===== config.mk =====
export PLATFORM = sky130hd
export DESIGN_NAME = scene_renderer
export DESIGN_NICKNAME = d
export VERILOG_FILES = /design/src/rtl/scene_renderer_pkg.sv /design/src/rtl/scene_renderer_cell_painter.sv /design/src/rtl/scene_renderer.sv
export SDC_FILE = /design/constraint.sdc
export NUM_CORES = 2
export LEC_CHECK = 0
export CAP_MARGIN = 20
export CORE_AREA = 2 2 743 745
export DETAILED_ROUTE_END_ITERATION = 10
export DIE_AREA = 0 0 745 747
export PLACE_DENSITY = 0.34
export SLEW_MARGIN = 15
export SYNTH_ARGS = -nofsm -noshare
export SYNTH_HDL_FRONTEND = slang
export SYNTH_HIERARCHICAL = 1
export SYNTH_SLANG_ARGS = --single-unit

===== constraint.sdc =====
create_clock -name clk -period 5.5 [get_ports clk]
set_input_delay 1.65 -clock clk [delete_from_list [all_inputs] [get_ports clk]]
set_output_delay 1.65 -clock clk [all_outputs]
set_load 0.02 [all_outputs]

===== src/rtl/scene_renderer_pkg.sv =====
// Shared geometry defaults, colours and encodings for the scene renderer.
// Imported by the top-level FSM and the per-pixel classifier.
package scene_renderer_pkg;

  localparam int SCENE_W_D = 320;
  localparam int SCENE_H_D = 480;
  localparam int CELL_D    = 16;
  localparam int COLS_D    = SCENE_W_D / CELL_D;
  localparam int ROWS_D    = SCENE_H_D / CELL_D;

  localparam logic [23:0] WALL_RGB_D   = 24'h0010FE;
  localparam logic [23:0] FOOD_RGB_D   = 24'hFE1000;
  localparam logic [23:0] PLAYER_RGB_D = 24'h00FE00;
  localparam logic [23:0] BG_RGB_D     = 24'h000000;

  typedef enum logic [2:0] {
    IDLE     = 3'd0,
    CHECK    = 3'd1,
    CLASSIFY = 3'd2,
    SEND     = 3'd3,
    STROBE   = 3'd4,
    DONE     = 3'd5
  } state_t;

  typedef enum logic [1:0] {
    PIX_BG     = 2'd0,
    PIX_FOOD   = 2'd1,
    PIX_PLAYER = 2'd2,
    PIX_WALL   = 2'd3
  } pix_class_t;

endpackage


===== src/rtl/scene_renderer_cell_painter.sv =====
// Combinational pixel classifier: maps (x,y) plus latched maze state to a
// pixel class with priority wall > player > food > background.
module cell_painter
  import scene_renderer_pkg::*;
#(
  parameter int SCENE_W = SCENE_W_D,
  parameter int SCENE_H = SCENE_H_D,
  parameter int CELL    = CELL_D,
  parameter int COLS    = COLS_D,
  parameter int ROWS    = ROWS_D,
  parameter int WALL_T  = 2,
  parameter int FOOD_SZ = 4
) (
  input  logic [$clog2(SCENE_W)-1:0]     x,
  input  logic [$clog2(SCENE_H)-1:0]     y,
  input  logic [(ROWS+1)*COLS-1:0]       h_walls,
  input  logic [ROWS*(COLS+1)-1:0]       v_walls,
  input  logic [ROWS*COLS-1:0]           food,
  input  logic [$clog2(COLS)-1:0]        player_col,
  input  logic [$clog2(ROWS)-1:0]        player_row,
  output pix_class_t                     pix_class
);

  localparam int XW = $clog2(SCENE_W);
  localparam int YW = $clog2(SCENE_H);
  localparam int LW = $clog2(CELL);
  localparam int NH = (ROWS + 1) * COLS;
  localparam int NV = ROWS * (COLS + 1);
  localparam int NF = ROWS * COLS;

  // One extra bit so a food square touching the cell edge still compares correctly.
  localparam logic [LW:0] BAND_LO = (LW+1)'(WALL_T);
  localparam logic [LW:0] BAND_HI = (LW+1)'(CELL - WALL_T);
  localparam logic [LW:0] FOOD_LO = (LW+1)'((CELL - FOOD_SZ) / 2);
  localparam logic [LW:0] FOOD_HI = (LW+1)'((CELL + FOOD_SZ) / 2);

  logic [XW-1:0] cx;
  logic [YW-1:0] cy;
  logic [LW:0]   lx, ly;
  logic [15:0]   h_idx, v_idx;
  logic [NH-1:0] h_top_sh, h_bot_sh;
  logic [NV-1:0] v_sh;
  logic [NF-1:0] food_sh;
  logic          band_x, band_y, is_wall, is_player, is_food;

  assign cx = x >> LW;
  assign cy = y >> LW;
  assign lx = {1'b0, x[LW-1:0]};
  assign ly = {1'b0, y[LW-1:0]};

  assign h_idx = 16'(cy) * 16'(COLS) + 16'(cx);
  assign v_idx = 16'(cy) * 16'(COLS + 1) + 16'(cx);

  // Shift-and-pick keeps the variable bit selects width-clean.
  assign h_top_sh = h_walls >> h_idx;
  assign h_bot_sh = h_walls >> (h_idx + 16'(COLS));
  assign v_sh     = v_walls >> v_idx;
  assign food_sh  = food >> h_idx;

  assign band_x = (lx < BAND_LO) || (lx >= BAND_HI);
  assign band_y = (ly < BAND_LO) || (ly >= BAND_HI);

  assign is_wall = ((ly <  BAND_LO) && h_top_sh[0]) ||
                   ((ly >= BAND_HI) && h_bot_sh[0]) ||
                   ((lx <  BAND_LO) && v_sh[0])     ||
                   ((lx >= BAND_HI) && v_sh[1]);

  assign is_player = (cx == XW'(player_col)) && (cy == YW'(player_row)) &&
                     !band_x && !band_y;

  assign is_food = food_sh[0] && (lx >= FOOD_LO) && (lx < FOOD_HI) &&
                   (ly >= FOOD_LO) && (ly < FOOD_HI);

  always_comb begin
    pix_class = PIX_BG;
    if (is_wall) begin
      pix_class = PIX_WALL;
    end else if (is_player) begin
      pix_class = PIX_PLAYER;
    end else if (is_food) begin
      pix_class = PIX_FOOD;
    end
  end

endmodule


===== src/rtl/scene_renderer.sv =====
// Streams a rectangular window of the maze scene to a byte-wide TFT sender,
// one strobe per colour byte, in raster order, MSB byte first.
module scene_renderer
  import scene_renderer_pkg::*;
#(
  parameter int          SCENE_W    = SCENE_W_D,
  parameter int          SCENE_H    = SCENE_H_D,
  parameter int          CELL       = CELL_D,
  parameter int          COLS       = SCENE_W / CELL,
  parameter int          ROWS       = SCENE_H / CELL,
  parameter int          WALL_T     = 2,
  parameter int          FOOD_SZ    = 4,
  parameter int          BPP        = 3,
  parameter logic [23:0] WALL_RGB   = WALL_RGB_D,
  parameter logic [23:0] FOOD_RGB   = FOOD_RGB_D,
  parameter logic [23:0] PLAYER_RGB = PLAYER_RGB_D,
  parameter logic [23:0] BG_RGB     = BG_RGB_D
) (
  input  logic                         clk,
  input  logic                         rst_n,
  input  logic                         start,
  input  logic [$clog2(SCENE_W)-1:0]   win_x0,
  input  logic [$clog2(SCENE_W)-1:0]   win_x1,
  input  logic [$clog2(SCENE_H)-1:0]   win_y0,
  input  logic [$clog2(SCENE_H)-1:0]   win_y1,
  input  logic [(ROWS+1)*COLS-1:0]     h_walls,
  input  logic [ROWS*(COLS+1)-1:0]     v_walls,
  input  logic [ROWS*COLS-1:0]         food,
  input  logic [$clog2(COLS)-1:0]      player_col,
  input  logic [$clog2(ROWS)-1:0]      player_row,
  input  logic                         tft_busy,
  output logic                         tft_dc,
  output logic [7:0]                   tft_data,
  output logic                         tft_transmit,
  output logic                         busy,
  output logic                         done,
  output logic                         err
);

  localparam int XW  = $clog2(SCENE_W);
  localparam int YW  = $clog2(SCENE_H);
  localparam int PCW = $clog2(COLS);
  localparam int PRW = $clog2(ROWS);
  localparam int NH  = (ROWS + 1) * COLS;
  localparam int NV  = ROWS * (COLS + 1);
  localparam int NF  = ROWS * COLS;
  localparam int PW  = 8 * BPP;
  localparam int BW  = $clog2(BPP + 1);

  localparam logic [XW:0]   SW_L   = (XW+1)'(SCENE_W);
  localparam logic [YW:0]   SH_L   = (YW+1)'(SCENE_H);
  localparam logic [BW-1:0] B_LAST = BW'(BPP - 1);

  state_t         state_q, state_d;
  logic [XW-1:0]  wx0_q, wx0_d, wx1_q, wx1_d, x_q, x_d;
  logic [YW-1:0]  wy0_q, wy0_d, wy1_q, wy1_d, y_q, y_d;
  logic [NH-1:0]  hw_q, hw_d;
  logic [NV-1:0]  vw_q, vw_d;
  logic [NF-1:0]  fd_q, fd_d;
  logic [PCW-1:0] pc_q, pc_d;
  logic [PRW-1:0] pr_q, pr_d;
  logic [BW-1:0]  b_q, b_d;
  logic [PW-1:0]  rgb_q, rgb_d;
  logic [7:0]     data_q, data_d;
  logic           tx_q, tx_d;
  logic           err_q, err_d;
  logic           bad_window;
  pix_class_t     pix_class;

  cell_painter #(
    .SCENE_W (SCENE_W),
    .SCENE_H (SCENE_H),
    .CELL    (CELL),
    .COLS    (COLS),
    .ROWS    (ROWS),
    .WALL_T  (WALL_T),
    .FOOD_SZ (FOOD_SZ)
  ) u_painter (
    .x          (x_q),
    .y          (y_q),
    .h_walls    (hw_q),
    .v_walls    (vw_q),
    .food       (fd_q),
    .player_col (pc_q),
    .player_row (pr_q),
    .pix_class  (pix_class)
  );

  assign bad_window = (wx0_q > wx1_q) || (wy0_q > wy1_q) ||
                      ({1'b0, wx1_q} >= SW_L) || ({1'b0, wy1_q} >= SH_L);

  always_comb begin
    state_d = state_q;
    wx0_d   = wx0_q;
    wx1_d   = wx1_q;
    wy0_d   = wy0_q;
    wy1_d   = wy1_q;
    hw_d    = hw_q;
    vw_d    = vw_q;
    fd_d    = fd_q;
    pc_d    = pc_q;
    pr_d    = pr_q;
    x_d     = x_q;
    y_d     = y_q;
    b_d     = b_q;
    rgb_d   = rgb_q;
    data_d  = data_q;
    tx_d    = 1'b0;
    err_d   = err_q;
    case (state_q)
      IDLE: begin
        if (start) begin
          wx0_d   = win_x0;
          wx1_d   = win_x1;
          wy0_d   = win_y0;
          wy1_d   = win_y1;
          hw_d    = h_walls;
          vw_d    = v_walls;
          fd_d    = food;
          pc_d    = player_col;
          pr_d    = player_row;
          err_d   = 1'b0;
          state_d = CHECK;
        end
      end
      CHECK: begin
        if (bad_window) begin
          err_d   = 1'b1;
          state_d = DONE;
        end else begin
          x_d     = wx0_q;
          y_d     = wy0_q;
          state_d = CLASSIFY;
        end
      end
      CLASSIFY: begin
        case (pix_class)
          PIX_WALL:   rgb_d = PW'(WALL_RGB);
          PIX_PLAYER: rgb_d = PW'(PLAYER_RGB);
          PIX_FOOD:   rgb_d = PW'(FOOD_RGB);
          default:    rgb_d = PW'(BG_RGB);
        endcase
        b_d     = '0;
        state_d = SEND;
      end
      SEND: begin
        if (!tft_busy) begin
          data_d  = rgb_q[PW-1 -: 8];
          tx_d    = 1'b1;
          state_d = STROBE;
        end
      end
      STROBE: begin
        if (b_q != B_LAST) begin
          // Next byte moves into the MSB slot so SEND always reads the top byte.
          b_d     = b_q + 1'b1;
          rgb_d   = rgb_q << 8;
          state_d = SEND;
        end else if (x_q != wx1_q) begin
          x_d     = x_q + 1'b1;
          state_d = CLASSIFY;
        end else if (y_q != wy1_q) begin
          x_d     = wx0_q;
          y_d     = y_q + 1'b1;
          state_d = CLASSIFY;
        end else begin
          state_d = DONE;
        end
      end
      DONE: begin
        state_d = IDLE;
      end
      default: begin
        state_d = IDLE;
      end
    endcase
  end

  always_ff @(posedge clk) begin
    if (!rst_n) begin
      state_q <= IDLE;
      wx0_q   <= '0;
      wx1_q   <= '0;
      wy0_q   <= '0;
      wy1_q   <= '0;
      hw_q    <= '0;
      vw_q    <= '0;
      fd_q    <= '0;
      pc_q    <= '0;
      pr_q    <= '0;
      x_q     <= '0;
      y_q     <= '0;
      b_q     <= '0;
      rgb_q   <= '0;
      data_q  <= '0;
      tx_q    <= 1'b0;
      err_q   <= 1'b0;
    end else begin
      state_q <= state_d;
      wx0_q   <= wx0_d;
      wx1_q   <= wx1_d;
      wy0_q   <= wy0_d;
      wy1_q   <= wy1_d;
      hw_q    <= hw_d;
      vw_q    <= vw_d;
      fd_q    <= fd_d;
      pc_q    <= pc_d;
      pr_q    <= pr_d;
      x_q     <= x_d;
      y_q     <= y_d;
      b_q     <= b_d;
      rgb_q   <= rgb_d;
      data_q  <= data_d;
      tx_q    <= tx_d;
      err_q   <= err_d;
    end
  end

  assign tft_dc       = 1'b1;
  assign tft_data     = data_q;
  assign tft_transmit = tx_q;
  assign busy         = (state_q != IDLE);
  assign done         = (state_q == DONE);
  assign err          = err_q;

endmodule

==> reports/results.tsv <==
metric	value	unit
Hold Crit Start	hw_q[89]	
die height	747	um
Ports	1913	
CTS max path bufs	4	
# DRC	0	
worst path cell trace	ha_1 -> ha_1 -> ha_1 -> ha_4 -> buf_4 -> buf_4 -> mux4_2 -> a22oi_1 -> a21oi_1 -> o311ai_0 -> buf_4 -> a41oi_1 -> nand4_1 -> nand3_4 -> buf_4 -> or3b_1 -> inv_1 -> nand3_1 -> nand2_1 -> a21oi_1 -> nor2_1	
GPL Wtd Cong	0.895	
CTS Sinks	1928	
Starting Density	16.4	%
H-tree depth	5	
hold slack	0.446	ns
CP Launch Type	flop	
RSZ-0062 raised after global routing	yes	
Hold Crit Depth	2	
initial drt markers	7911	
top cell type by total area after synthesis	dfxtp_1	
setup TNS	0	ns
PnR worst setup slack	0.0802	ns
Critical Path Source	y_q[6]	
synth-to-layout area growth	42.6	%
Synth Register Bits	1928	
Worst-Skew Late Latency	0.94	ns
final setup vio count	0	
post-route cell area	128000	sq um
global-route wire length before repair	758000	um
FMAX	185	MHz
leakage	44.6	nW
synth top area cells	dfxtp_1 (43%), nand2_1 (17%), mux4_2 (15%)	
length of routed met2 wiring	259000	um
commonest cells after routing, fill and taps aside	nand2_1 (3975), a21oi_1 (2003), dfxtp_1 (1924)	
I/O Buffers	1910	
Non-Filler Instances	19800	
Synth top area share	42.9	%
WL per Instance	28.9	um
adder-cell share of the synthesized area	0.850	%
Synth async-reset ratio	0	%
vias in the first global route	86900	
register area share after synthesis	42.9	%
die area	557000	sq um
M1 WL	256000	um
Cells after Synth	10500	
placed cells	19300	
Post-synth EDFFs	0	
most common cell after layout, fill and taps aside	nand2_1	
Required @ worst endpoint	6.31	ns
Final Hold Viols	0	
grt ovf	0	
initial antenna violation count	192	
top layer in use	met5	
VDD IR-drop max	383	uV
final critical-path required period	5.42	ns
PD cells	559	nW/um^2
Final #Nets	14300	
pin count of the biggest net entering global routing	156	
Total Power	71.8	mW
slowest library cell on the worst path	mux4_2	
synth unique cells	87	
via count	87700	
clk_skew	0.0695	ns
clock slew at reported path FFs	0.06	ns
Core Footprint	548000	sq um
status	finished clean	
final core occ	23.4	%
mux contribution to synthesized area	17.8	%
Critical Path Most Common Cell	buf_4	
share of layout cells above drive strength 1	12.9	%
max_slew headroom	35.8	%
Max Cap Violations	0	
TritonCTS Buffers	264	
Net Count, Synth	12500	
XOR/XNOR share of the synthesized area	0.477	%
clock root cell	clkbuf_16	
Avg Cell Area, Syn	8.54	sq um
Cell Area, Placed	119000	sq um
Slew @ Worst Pin	0.964	ns
vias per std cell	4.42	
final slew viol count	0	
routed wl met3	37800	um
critical path class	flop to flop	
max incr delay on CP	0.54	ns
reg2reg start	y_q[6]	
synthesized cell area	90000	sq um
Synth Area in Compound Gates	14.7	%
Synth Warn #	6	
die width	745	um
WP data arrival	6.23	ns
DP Wirelength	459000	um
post-route ant nets	0	
Place WS	-0.636	ns
worst r2r path cells	21	
CTS tree	yes	
largest family of logic cells by synthesized area	simple AND/OR/NAND/NOR gates	
row count	272	
HP Class	flop to flop	
CP endpoint kind	flop	
final worst-path cycle share	98.5	%
gr usage total	19.6	%
Main synth FF type	dfxtp_1	
# hold bufs at CTS	0	
crit path max fanout	9	
routed wire length	572000	um
Detailed Routing Iterations Pass 1	5	
Simple-Gate Fraction of Synth Area	18.6	%
[worst paths after layout]
path                    end  slack, ns
hold reg to reg    hw_q[89]       0.45
setup / recovery  rgb_q[20]       0.08
setup reg to reg  rgb_q[20]       0.08
hold / removal     hw_q[89]       0.45
[critical path, delay by kind of cell (launching register included)]
family | cells | cell delay (ns)
and+or+nand+nor | 6 | 1.08
adders and majority gates | 4 | 1.38
buffers and inverters | 5 | 0.82
DFF | 1 | 0.34
AOI/OAI and AO/OA | 5 | 1.16
muxes | 1 | 0.54
[power by group]
| group | switching (mW) | total (mW) | internal, mW |
|---|---|---|---|
| clock network | 7.35 | 17.4 | 10.1 |
| registers | 2.38 | 19.3 | 16.9 |
| logic | 22.3 | 35.1 | 12.8 |
[state kept, by name, indices dropped and copies added, names as in the netlist]
signal / cells
wy1_q: 9
x_q: 9
err: 1
y_q: 9
wx1_q: 9
pc_q: 5
wx0_q: 9
state_q: 3
tft_data: 2
vw_q: 630
b_q: 2
fd_q: 600
pr_q: 5
rgb_q: 5
tft_transmit: 1
hw_q: 620
wy0_q: 9
[final cells by class]
cell class	instances	area [sq um]
diodes	58	145
clock inverters	76	976
multi-input cells	7673	47800
repair buffers	2392	24100
fillers	60500	419000
clock buffers	379	7570
well taps	7261	9080
inverters	59	238
flip-flops and latches	1928	38600
[synth_stat cells (20+ instances only)]
cell         n
nand2_1   3978
a21oi_1   2003
dfxtp_1   1928
mux4_2     619
clkbuf_1   539
buf_2      254
mux2i_1    154
nor2_1     107
a22oi_1     72
nand3_1     60
inv_1       53
ha_1        50
nor3_1      49
o21ai_0     48
o22ai_1     45
buf_1       42
xor2_1      34
a211oi_1    33
buf_4       29
a221oi_1    28
a22o_1      26
nor2b_1     25
a31oi_1     21
mux2_2      21
nor4_1      20
[logic make-up after synthesis]
family | Yosys count
simple gates | 4333
compound gates | 2427
flops | 1928
buf+inv | 947
mux | 805
fa+ha+maj | 57
xor+xnor | 49
other cells | 2
[metal layers]
layer / global-route usage, % / vias up
li1: - / 40100
met1: 26.4 / 43700
met2: 31.2 / 3101
met3: 4.11 / 697
met4: 5.88 / 100
met5: 0 / -
[repair_timing]
item                                    4_1_cts  5_1_grt
gates resized for setup                      12       46
endpoints found under the setup margin        5        4
cloned                                        0        3
pin swaps                                     3        8
buffers inserted                              9       15
Power figures use the tool's default switching activity.
